**src/rtl/ram_rect_writer.sv**
```systemverilog
// Rectangle fill engine for the 160x120 frame RAM: clips one request to the
// screen, then issues one registered pixel write per granted cycle in row-major order.
module ram_rect_writer #(
  parameter int SCREEN_W = 160,
  parameter int SCREEN_H = 120,
  parameter int X_W      = 8,
  parameter int Y_W      = 7,
  parameter int COLOUR_W = 3,
  parameter int ADDR_W   = 15
) (
  input  logic                clock,
  input  logic                clear_b,
  input  logic                req_valid,
  output logic                req_ready,
  input  logic [X_W-1:0]      req_x,
  input  logic [Y_W-1:0]      req_y,
  input  logic [X_W-1:0]      req_w,
  input  logic [Y_W-1:0]      req_h,
  input  logic [COLOUR_W-1:0] req_colour,
  input  logic                req_full,
  input  logic                ram_grant,
  output logic                ram_wren,
  output logic [ADDR_W-1:0]   ram_addr,
  output logic [COLOUR_W-1:0] ram_data,
  output logic                busy,
  output logic                done
);

  typedef enum logic [1:0] {IDLE, CLIP, WRITE, DONE} state_t;

  localparam logic [X_W:0] X_MAX = (X_W+1)'(SCREEN_W);
  localparam logic [Y_W:0] Y_MAX = (Y_W+1)'(SCREEN_H);

  state_t               state, next_state;
  logic [X_W-1:0]       x0, w, x_start, cx;
  logic [Y_W-1:0]       y0, h, cy;
  logic [X_W:0]         x_sum, x_end_c, x_end;
  logic [Y_W:0]         y_sum, y_end_c, y_end;
  logic [COLOUR_W-1:0]  colour;
  logic                 full, empty, col_last, row_last, accept;

  // Held low during reset and for the done-pulse cycle, so a request held
  // across completion is only taken once the engine is genuinely idle.
  assign req_ready = clear_b && (state == IDLE) && !done;
  assign busy      = (state == CLIP) || (state == WRITE);
  assign accept    = req_valid && req_ready;

  // End bounds carry one spare bit so x0+w and y0+h cannot wrap before clipping.
  always_comb begin
    x_sum    = {1'b0, x0} + {1'b0, w};
    y_sum    = {1'b0, y0} + {1'b0, h};
    x_end_c  = (full || x_sum > X_MAX) ? X_MAX : x_sum;
    y_end_c  = (full || y_sum > Y_MAX) ? Y_MAX : y_sum;
    empty    = !full && (w == '0 || h == '0 || {1'b0, x0} >= X_MAX || {1'b0, y0} >= Y_MAX);
    col_last = ({1'b0, cx} + (X_W+1)'(1)) == x_end;
    row_last = ({1'b0, cy} + (Y_W+1)'(1)) == y_end;
  end

  always_comb begin
    next_state = state;
    unique case (state)
      IDLE:    if (accept) next_state = CLIP;
      CLIP:    next_state = empty ? DONE : WRITE;
      WRITE:   if (ram_grant && col_last && row_last) next_state = DONE;
      DONE:    next_state = IDLE;
      default: next_state = IDLE;
    endcase
  end

  always_ff @(posedge clock or negedge clear_b) begin
    if (!clear_b) state <= IDLE;
    else          state <= next_state;
  end

  // Write outputs are registered from the counters, so each strobe carries the
  // pixel that the grant of that same edge consumed.
  always_ff @(posedge clock or negedge clear_b) begin
    if (!clear_b) begin
      x0 <= '0; y0 <= '0; w <= '0; h <= '0; colour <= '0; full <= 1'b0;
      x_start <= '0; cx <= '0; cy <= '0; x_end <= '0; y_end <= '0;
      ram_wren <= 1'b0; ram_addr <= '0; ram_data <= '0; done <= 1'b0;
    end else begin
      done     <= (state == DONE);
      ram_wren <= 1'b0;
      case (state)
        IDLE: if (accept) begin
          x0     <= req_x;
          y0     <= req_y;
          w      <= req_w;
          h      <= req_h;
          colour <= req_colour;
          full   <= req_full;
        end
        CLIP: begin
          x_start <= full ? '0 : x0;
          cx      <= full ? '0 : x0;
          cy      <= full ? '0 : y0;
          x_end   <= x_end_c;
          y_end   <= y_end_c;
        end
        WRITE: begin
          ram_wren <= ram_grant;
          ram_addr <= ADDR_W'(cy) * ADDR_W'(SCREEN_W) + ADDR_W'(cx);
          ram_data <= colour;
          if (ram_grant) begin
            if (col_last) begin
              cx <= x_start;
              cy <= cy + Y_W'(1);
            end else begin
              cx <= cx + X_W'(1);
            end
          end
        end
        default: ;
      endcase
    end
  end

endmodule
```
**config.mk**
```make
export PLATFORM = sky130hd
export DESIGN_NAME = ram_rect_writer
export DESIGN_NICKNAME = d
export VERILOG_FILES = /design/src/rtl/ram_rect_writer.sv
export SDC_FILE = /design/constraint.sdc
export NUM_CORES = 1
export LEC_CHECK = 0
export CAP_MARGIN = 20
export CORE_MARGIN = 10
export CORE_UTILIZATION = 35
export CTS_CLUSTER_DIAMETER = 150
export DETAILED_ROUTE_END_ITERATION = 8
export GPL_ROUTABILITY_DRIVEN = 0
export GPL_TIMING_DRIVEN = 1
export SYNTH_ARGS = -nofsm -noshare
export SYNTH_HDL_FRONTEND = slang
export SYNTH_SLANG_ARGS = --single-unit
```
**constraint.sdc**
```tcl
create_clock -name clock -period 4.86 [get_ports clock]
set_input_delay 0.486 -clock clock [delete_from_list [all_inputs] [get_ports clock]]
set_output_delay 0.486 -clock clock [all_outputs]
set_load 0.01 [all_outputs]
```
==> summary.txt, run 1 <==
Global routing
  – Vias in the first global route: 4426
  – Grt ovf: 0
  – First-pass GRT wire length: 22400 um
  – Pin count of the biggest net entering global routing: 68
  – Gr usage total: 0.126
  – Initial antenna violation count: 0

Cells and area
  – Proportion of layout cells with a drive suffix above 1: 0.140
  – Non-Filler Instances: 795
  – Post-Route Utilization: 0.424
  – N_diodes: 0
  – Area delta synth->final: 19.9%
  – Area of the multi-input gates: 2980 um2
  – Nets: 650
  – Fillers: 1564
  – Storage element area: 2400 um2

Timing
  – RSZ-0062 raised after global routing: false
  – Clk_skew: 0.00573 ns
  – Max Freq: 332 MHz
  – Slew Limit Fails: 0
  – Final setup violation count: 0
  – Total Negative Setup Slacks: 0 ns
  – Post-route minimum period: 3.02 ns
  – Rel. slew slack: 0.445
  – Period Utilization, post-route: 0.621
  – Fin. Hold Viols: 0
  – Worst slew pin tran: 0.832 ns

Drt
  – Wire per inst: 16.7 um
  – WL final: 13300 um
  – Via count: 4160
  – DR iter-0 viols: 205
  – Via-to-Cell Ratio: 5.23
  – Antenna viol nets, final: 0
  – Pre-antenna DRT Iters: 4
  – Drt drc: 0

Critical path
  – Biggest cell delay along the critical path: 0.49 ns
  – Cells on worst reg2reg path: 8
  – Critical path type: flop to flop
  – Crit path max fanout: 7
  – Crit-path cells: ha_1, and3_1, a31oi_1, or4_1, a2111oi_1, nand4_1, a22oi_2, mux2_1
  – Crit path launch type: flop
  – Slowest CP cell: dfrtp_1
  – Worst Setup End Kind: flop
  – Worst path required time: 5.09 ns
  – Arrival time worst endpoint: 3.25 ns

Placed design
  – IO Port Bufs: 59
  – Cells after DPL: 779
  – DP HPWL: 9960 um

Floorplanning
  – DIE WIDTH: 146 um
  – Die height: 146 um
  – Die area: 21400 um2
  – Core Rows: 46
  – Initial cell density of the core: 0.353
  – Core Region: 15800 um2
  – I/O pin total: 60

Yosys
  – Post-synthesis sequential area ratio: 0.431
  – Fraction of registers with async set/reset: 1.00
  – Post-synth cell types: 61
  – Number of synthesized flops with an enable pin: 0
  – Largest area contributor in the netlist: dfrtp_1
  – Ranking of synthesized cells by area: dfrtp_1, mux2_2, ha_1, xnor2_1, o21ai_0
  – Syn Inst Count: 519
  – Cell area after synthesis: 5570 um2
  – Mean Syn Cell Area: 10.7 um2
  – Synth Register Bits: 96
  – Ys flop type: dfrtp_1
  – Top-area cell type share of the netlist area: 0.431
  – Post-Syn Nets: 595
  – Yosys warns: 0

Clock network
  – # resized after CTS: 0
  – Total CTS buffers: 9
  – Postcts setup bufs: 0
  – Worst skew pair latency: 0.35 ns
  – CTS max path bufs: 2
  – Clock slew at reported path FFs: 0.07 ns
  – Root Driver: clkbuf_16
  – CTS tree: built
  – CTS Sinks: 96
  – CTS H-tree lvls: 3
  – Hold_buf cts: 0

Job
  – Max Cap Viol: 0

Power and ir drop
  – Worst IR Drop VDD: 281 uV
  – Pleak: 2.88 nW
  – PD cells: 766 nW/um2

Min path
  – Hold Crit Class: primary input to asynchronous set/reset pin

Outcome
  – Status: complete, no violations
kinds of logic after synthesis:
group                    share of synthesized area
AND/OR/NAND/NOR                              0.108
flip-flops                                   0.431
multiplexers                                 0.111
buffers and inverters                       0.0339
AO/OA/AOI/OAI                                0.160
adder cells (fa/ha/maj)                     0.0907
XOR/XNOR                                    0.0644
layout make-up:
type / count / share of cell area
Sequential cell: 96 / 0.359
Tap cell: 216 / 0.0404
Timing Repair Buffer: 63 / 0.0925
Inverter: 28 / 0.0157
Clock inverter: 5 / 0.00936
Clock buffer: 11 / 0.0363
Multi-Input combinational cell: 376 / 0.446
cell usage after synthesis, types with 3 or more instances:
cell type / number
a211oi_1: 8
a21o_1: 7
a21oi_1: 24
a22oi_1: 7
a31o_2: 8
a31oi_1: 4
a32o_1: 5
and3_1: 3
buf_2: 4
clkbuf_1: 12
dfrtp_1: 96
fa_1: 4
ha_1: 34
inv_1: 27
mux2_2: 47
mux2i_1: 8
nand2_1: 18
nand3_1: 15
nand4_1: 4
nor2_1: 28
nor2b_1: 17
nor3_1: 10
nor3b_1: 4
nor4_1: 3
o21a_1: 3
o21ai_0: 28
o21bai_1: 3
o22a_1: 3
o31ai_1: 3
o32ai_1: 3
xnor2_1: 28
xor2_1: 13
power by group:
group,switching [mW],internal (mW)
combinational,1.45,1.37
sequential,0.399,1.16
clock,0.326,0.417
total,2.17,2.95
registers in the layout, indices dropped and copies added, names as in the netlist:
name      cells
ram_addr     15
x_end         9
cx            8
w             8
x0            8
x_start       8
y_end         8
cy            7
h             7
y0            7
colour        3
ram_data      3
state         2
done          1
full          1
ram_wren      1
worst max-delay path, delay by kind of cell (launching register included):
kind | cells | cell delay, ns
muxes | 1 | 0.34
and+or+nand+nor | 3 | 0.96
adders and majority gates | 1 | 0.31
DFF | 1 | 0.49
AOI/OAI and AO/OA | 3 | 0.78
per-stage QoR:
stage          instance area [um2]  power, mW  setup WS [ns]  hold WS (ns)
6_report                      6680       5.12           1.84        0.0461
5_1_grt                       6680       5.57           1.64        0.0631
2_1_floorplan                 5570       3.59           2.21         0.190
3_3_place_gp                  6380       4.30           2.00         0.431
4_1_cts                       6680       5.15           1.87        0.0582
3_5_place_dp                  6380       4.37           1.90         0.438
worst paths after layout:
check	from	end	slack (ns)
max	cy[0]	state[1]	1.84
min	clear_b	w[3]	0.05
max reg2reg	cy[0]	state[1]	1.84
min reg2reg	ram_addr[6]	ram_addr[6]	0.50
max in group asynchronous	clear_b	ram_addr[10]	3.65
min in group clock	ram_addr[6]	ram_addr[6]	0.50
cell usage in the layout, fill, tap and decap left out, drive strengths merged, types with 7 or more instances in the layout:
cell           count
dfrtp             96
clkdlybuf4s50     58
mux2              48
ha                34
inv               30
o21ai             29
nor2              28
xnor2             28
a21oi             24
nand2             18
nor2b             17
nand3             15
xor2              13
nor3              11
clkbuf            11
a31o               8
mux2i              8
a211oi             8
a22oi              8
a21o               7
per-layer routing:
layer / global-route usage / vias to the layer above / routed length, um
met2: 0.194 / 96 / 6010
li1: - / 2015 / -
met4: 0.0440 / 0 / 154
met5: 0 / - / 0
met1: 0.168 / 2040 / 6430
met3: 0.0334 / 9 / 705
No activity file was read; power rests on OpenSTA's default activity.
==> run 2: changes to the inputs <==
- clock period: 4.86 -> 3.06 ns (I/O delays scaled with it)
==> run 2 against run 1 <==
Net effect: clock power increased by 51%; global-route usage about the same; count of clock-buffer cells in the layout down 1; combinational power up 60%; clock skew increased by 0.0025 ns; critical path type unchanged; highest routed layer unchanged.
==> summary.txt, run 2 (synthesis gave the netlist of run 1 again) <==
Floorplanning
  – Die area: 21400 um2 (unchanged)
  – Core Rows: 46 (unchanged)
  – DIE WIDTH: 146 um (unchanged)
  – Core Region: 15800 um2 (unchanged)
  – I/O pin total: 60 (unchanged)
  – Initial cell density of the core: 0.353 (unchanged)
  – Die height: 146 um (unchanged)

Drt
  – Via count: 4219 (+1.4%)
  – Drt drc: 0 (unchanged)
  – WL final: 13100 um (-1.2%)
  – Pre-antenna DRT Iters: 5 (+1)
  – Wire per inst: 16.4 um (-2.2%)
  – Antenna viol nets, final: 0 (unchanged)
  – DR iter-0 viols: 236 (+15%)
  – Via-to-Cell Ratio: 5.25 (+0.41%)

Critical path
  – Worst path required time: 3.30 ns (-1.79 ns)
  – Worst Setup End Kind: flop
  – Reg2Reg Setup Slack: 0.24 ns (-1.60 ns)
  – Worst R2R Start: cy[1]
  – Critical Path Start: cy[1]
  – Cells on worst reg2reg path: 8 (unchanged)
  – Critical path type: flop to flop
  – Crit path max fanout: 7 (unchanged)
  – RR Endpoint: state[1]
  – Crit path launch type: flop
  – Arrival time worst endpoint: 3.05 ns (-0.20 ns)
  – Setup crit end: state[1]

Cells and area
  – N_diodes: 0 (unchanged)
  – Commonest non-fill, non-tap cell in the layout: dfrtp_1
  – Fillers: 1529 (-2.2%)
  – Storage element area: 2400 um2 (unchanged)
  – Area of the multi-input gates: 2980 um2 (unchanged)
  – Area delta synth->final: 21.3%
  – Nets: 658 (+1.2%)
  – Proportion of layout cells with a drive suffix above 1: 0.152 (+0.0117)
  – Commonest non-fill, non-tap cells in the layout: dfrtp_1, clkdlybuf4s50_1, mux2_2, ha_1
  – Largest register by flop count: ram_addr
  – Non-Filler Instances: 803 (+1.0%)
  – Biggest regs: ram_addr (15), x_end (9)
  – Post-Route Utilization: 0.429 (+0.00492)
  – Max FFs per register: 15 (unchanged)

Timing
  – Worst slew pin tran: 0.814 ns (-0.0182 ns)
  – Rel. slew slack: 0.455 (+0.0102)
  – Final setup violation count: 0 (unchanged)
  – Max Freq: 355 MHz (+7.1%)
  – Slew Limit Fails: 0 (unchanged)
  – Fin. Hold Viols: 0 (unchanged)
  – Total Negative Setup Slacks: 0 ns (unchanged)
  – Period Utilization, post-route: 0.921 (+0.300)
  – Post-route minimum period: 2.82 ns (-0.199 ns)
  – Clk_skew: 0.00820 ns (+0.00247 ns)
  – RSZ-0062 raised after global routing: false

Global routing
  – Initial antenna violation count: 0 (unchanged)
  – Vias in the first global route: 4414 (-0.27%)
  – Pin count of the biggest net entering global routing: 81 (+19%)
  – Gr usage total: 0.126 (about the same)
  – Grt ovf: 0 (unchanged)
  – First-pass GRT wire length: 22500 um (+0.12%)

Power and ir drop
  – PD cells: 1200 nW/um2 (+56%)
  – Reg power frac: 0.306 (about the same)
  – Worst IR Drop VDD: 435 uV (+55%)
  – NetSw: 3.45 mW (+59%)
  – Logic pwr share: 0.556 (+0.006)
  – Switching power share of the total: 0.426 (+0.00185)
  – Clock share of power: 0.138 (-0.007)
  – Pint: 4.64 mW (+57%)
  – Pleak: 2.93 nW (+1.6%)

Clock network
  – CTS tree: built
  – Worst skew pair latency: 0.35 ns (about the same)
  – CTS H-tree lvls: 3 (unchanged)
  – Clock slew at reported path FFs: 0.07 ns (about the same)
  – Postcts setup bufs: 0 (unchanged)
  – Root Driver: clkbuf_16
  – Total CTS buffers: 9 (unchanged)
  – CTS Sinks: 96 (unchanged)
  – CTS max path bufs: 2 (unchanged)

Placed design
  – IO Port Bufs: 59 (unchanged)
  – DP HPWL: 9880 um (-0.83%)
  – Cells after DPL: 785 (+0.77%)

Min path
  – Hold Crit Class: primary input to asynchronous set/reset pin

Outcome
  – Status: complete, no violations

Job
  – Max Cap Viol: 0 (unchanged)
run 2: power groups by stage:
stage               logic (mW)  registers [mW]  clock network, mW
finish                    4.50            2.47               1.12
global route              5.08            2.57               1.20
CTS                       4.51            2.48               1.15
detailed placement        4.48            2.50                  0
global placement          4.37            2.47                  0
floorplan                 3.40            2.30                  0
run 2: layer usage:
metal | vias to the layer above | track usage | wire length (um)
met3 | 24 | 0.0241 | 578
met5 | - | 0 | 0
met1 | 2052 | 0.169 | 6330
li1 | 2029 | - | -
met4 | 0 | 0.0581 | 289
met2 | 114 | 0.193 | 5950
run 2: layout make-up:
cell class	count	share of cell area
multi-input cells	376	0.441
flip-flops and latches	96	0.355
repair buffers	71	0.104
well taps	216	0.0400
clock buffers	10	0.0353
inverters	28	0.0155
clock inverters	6	0.00907
run 2: worst min-delay path by stage:
stage / startpoint / end / slack [ns]
after floorplan: clear_b / colour[0] / 0.01
after global placement: clear_b / done / 0.20
after detailed placement: clear_b / done / 0.20
after CTS: clear_b / done / 0.36
after global routing: clear_b / done / 0.38
final: clear_b / done / 0.36
run 2: worst max-delay path: stages (launching register included):
cell	delay, ns
dfrtp_1	0.43
ha_1	0.29
and3_1	0.21
a31oi_1	0.11
or4_1	0.48
a2111oi_1	0.39
nand4_1	0.23
a22oi_2	0.21
mux2_1	0.34
run 2: timing repair:
action	CTS	global route
gates resized for setup	0	0
hold buffers	1	0
endpoints found under the hold margin	16	0
run 2: through the flow:
step	total power, mW	setup slack (ns)	instance area [um2]	hold WS [ns]
4_1_cts	8.14	0.261	6730	0.361
3_5_place_dp	6.98	0.278	6420	0.200
5_1_grt	8.85	0.115	6760	0.383
6_report	8.09	0.243	6760	0.360
3_3_place_gp	6.84	0.336	6420	0.196
2_1_floorplan	5.70	0.407	5570	0.0104
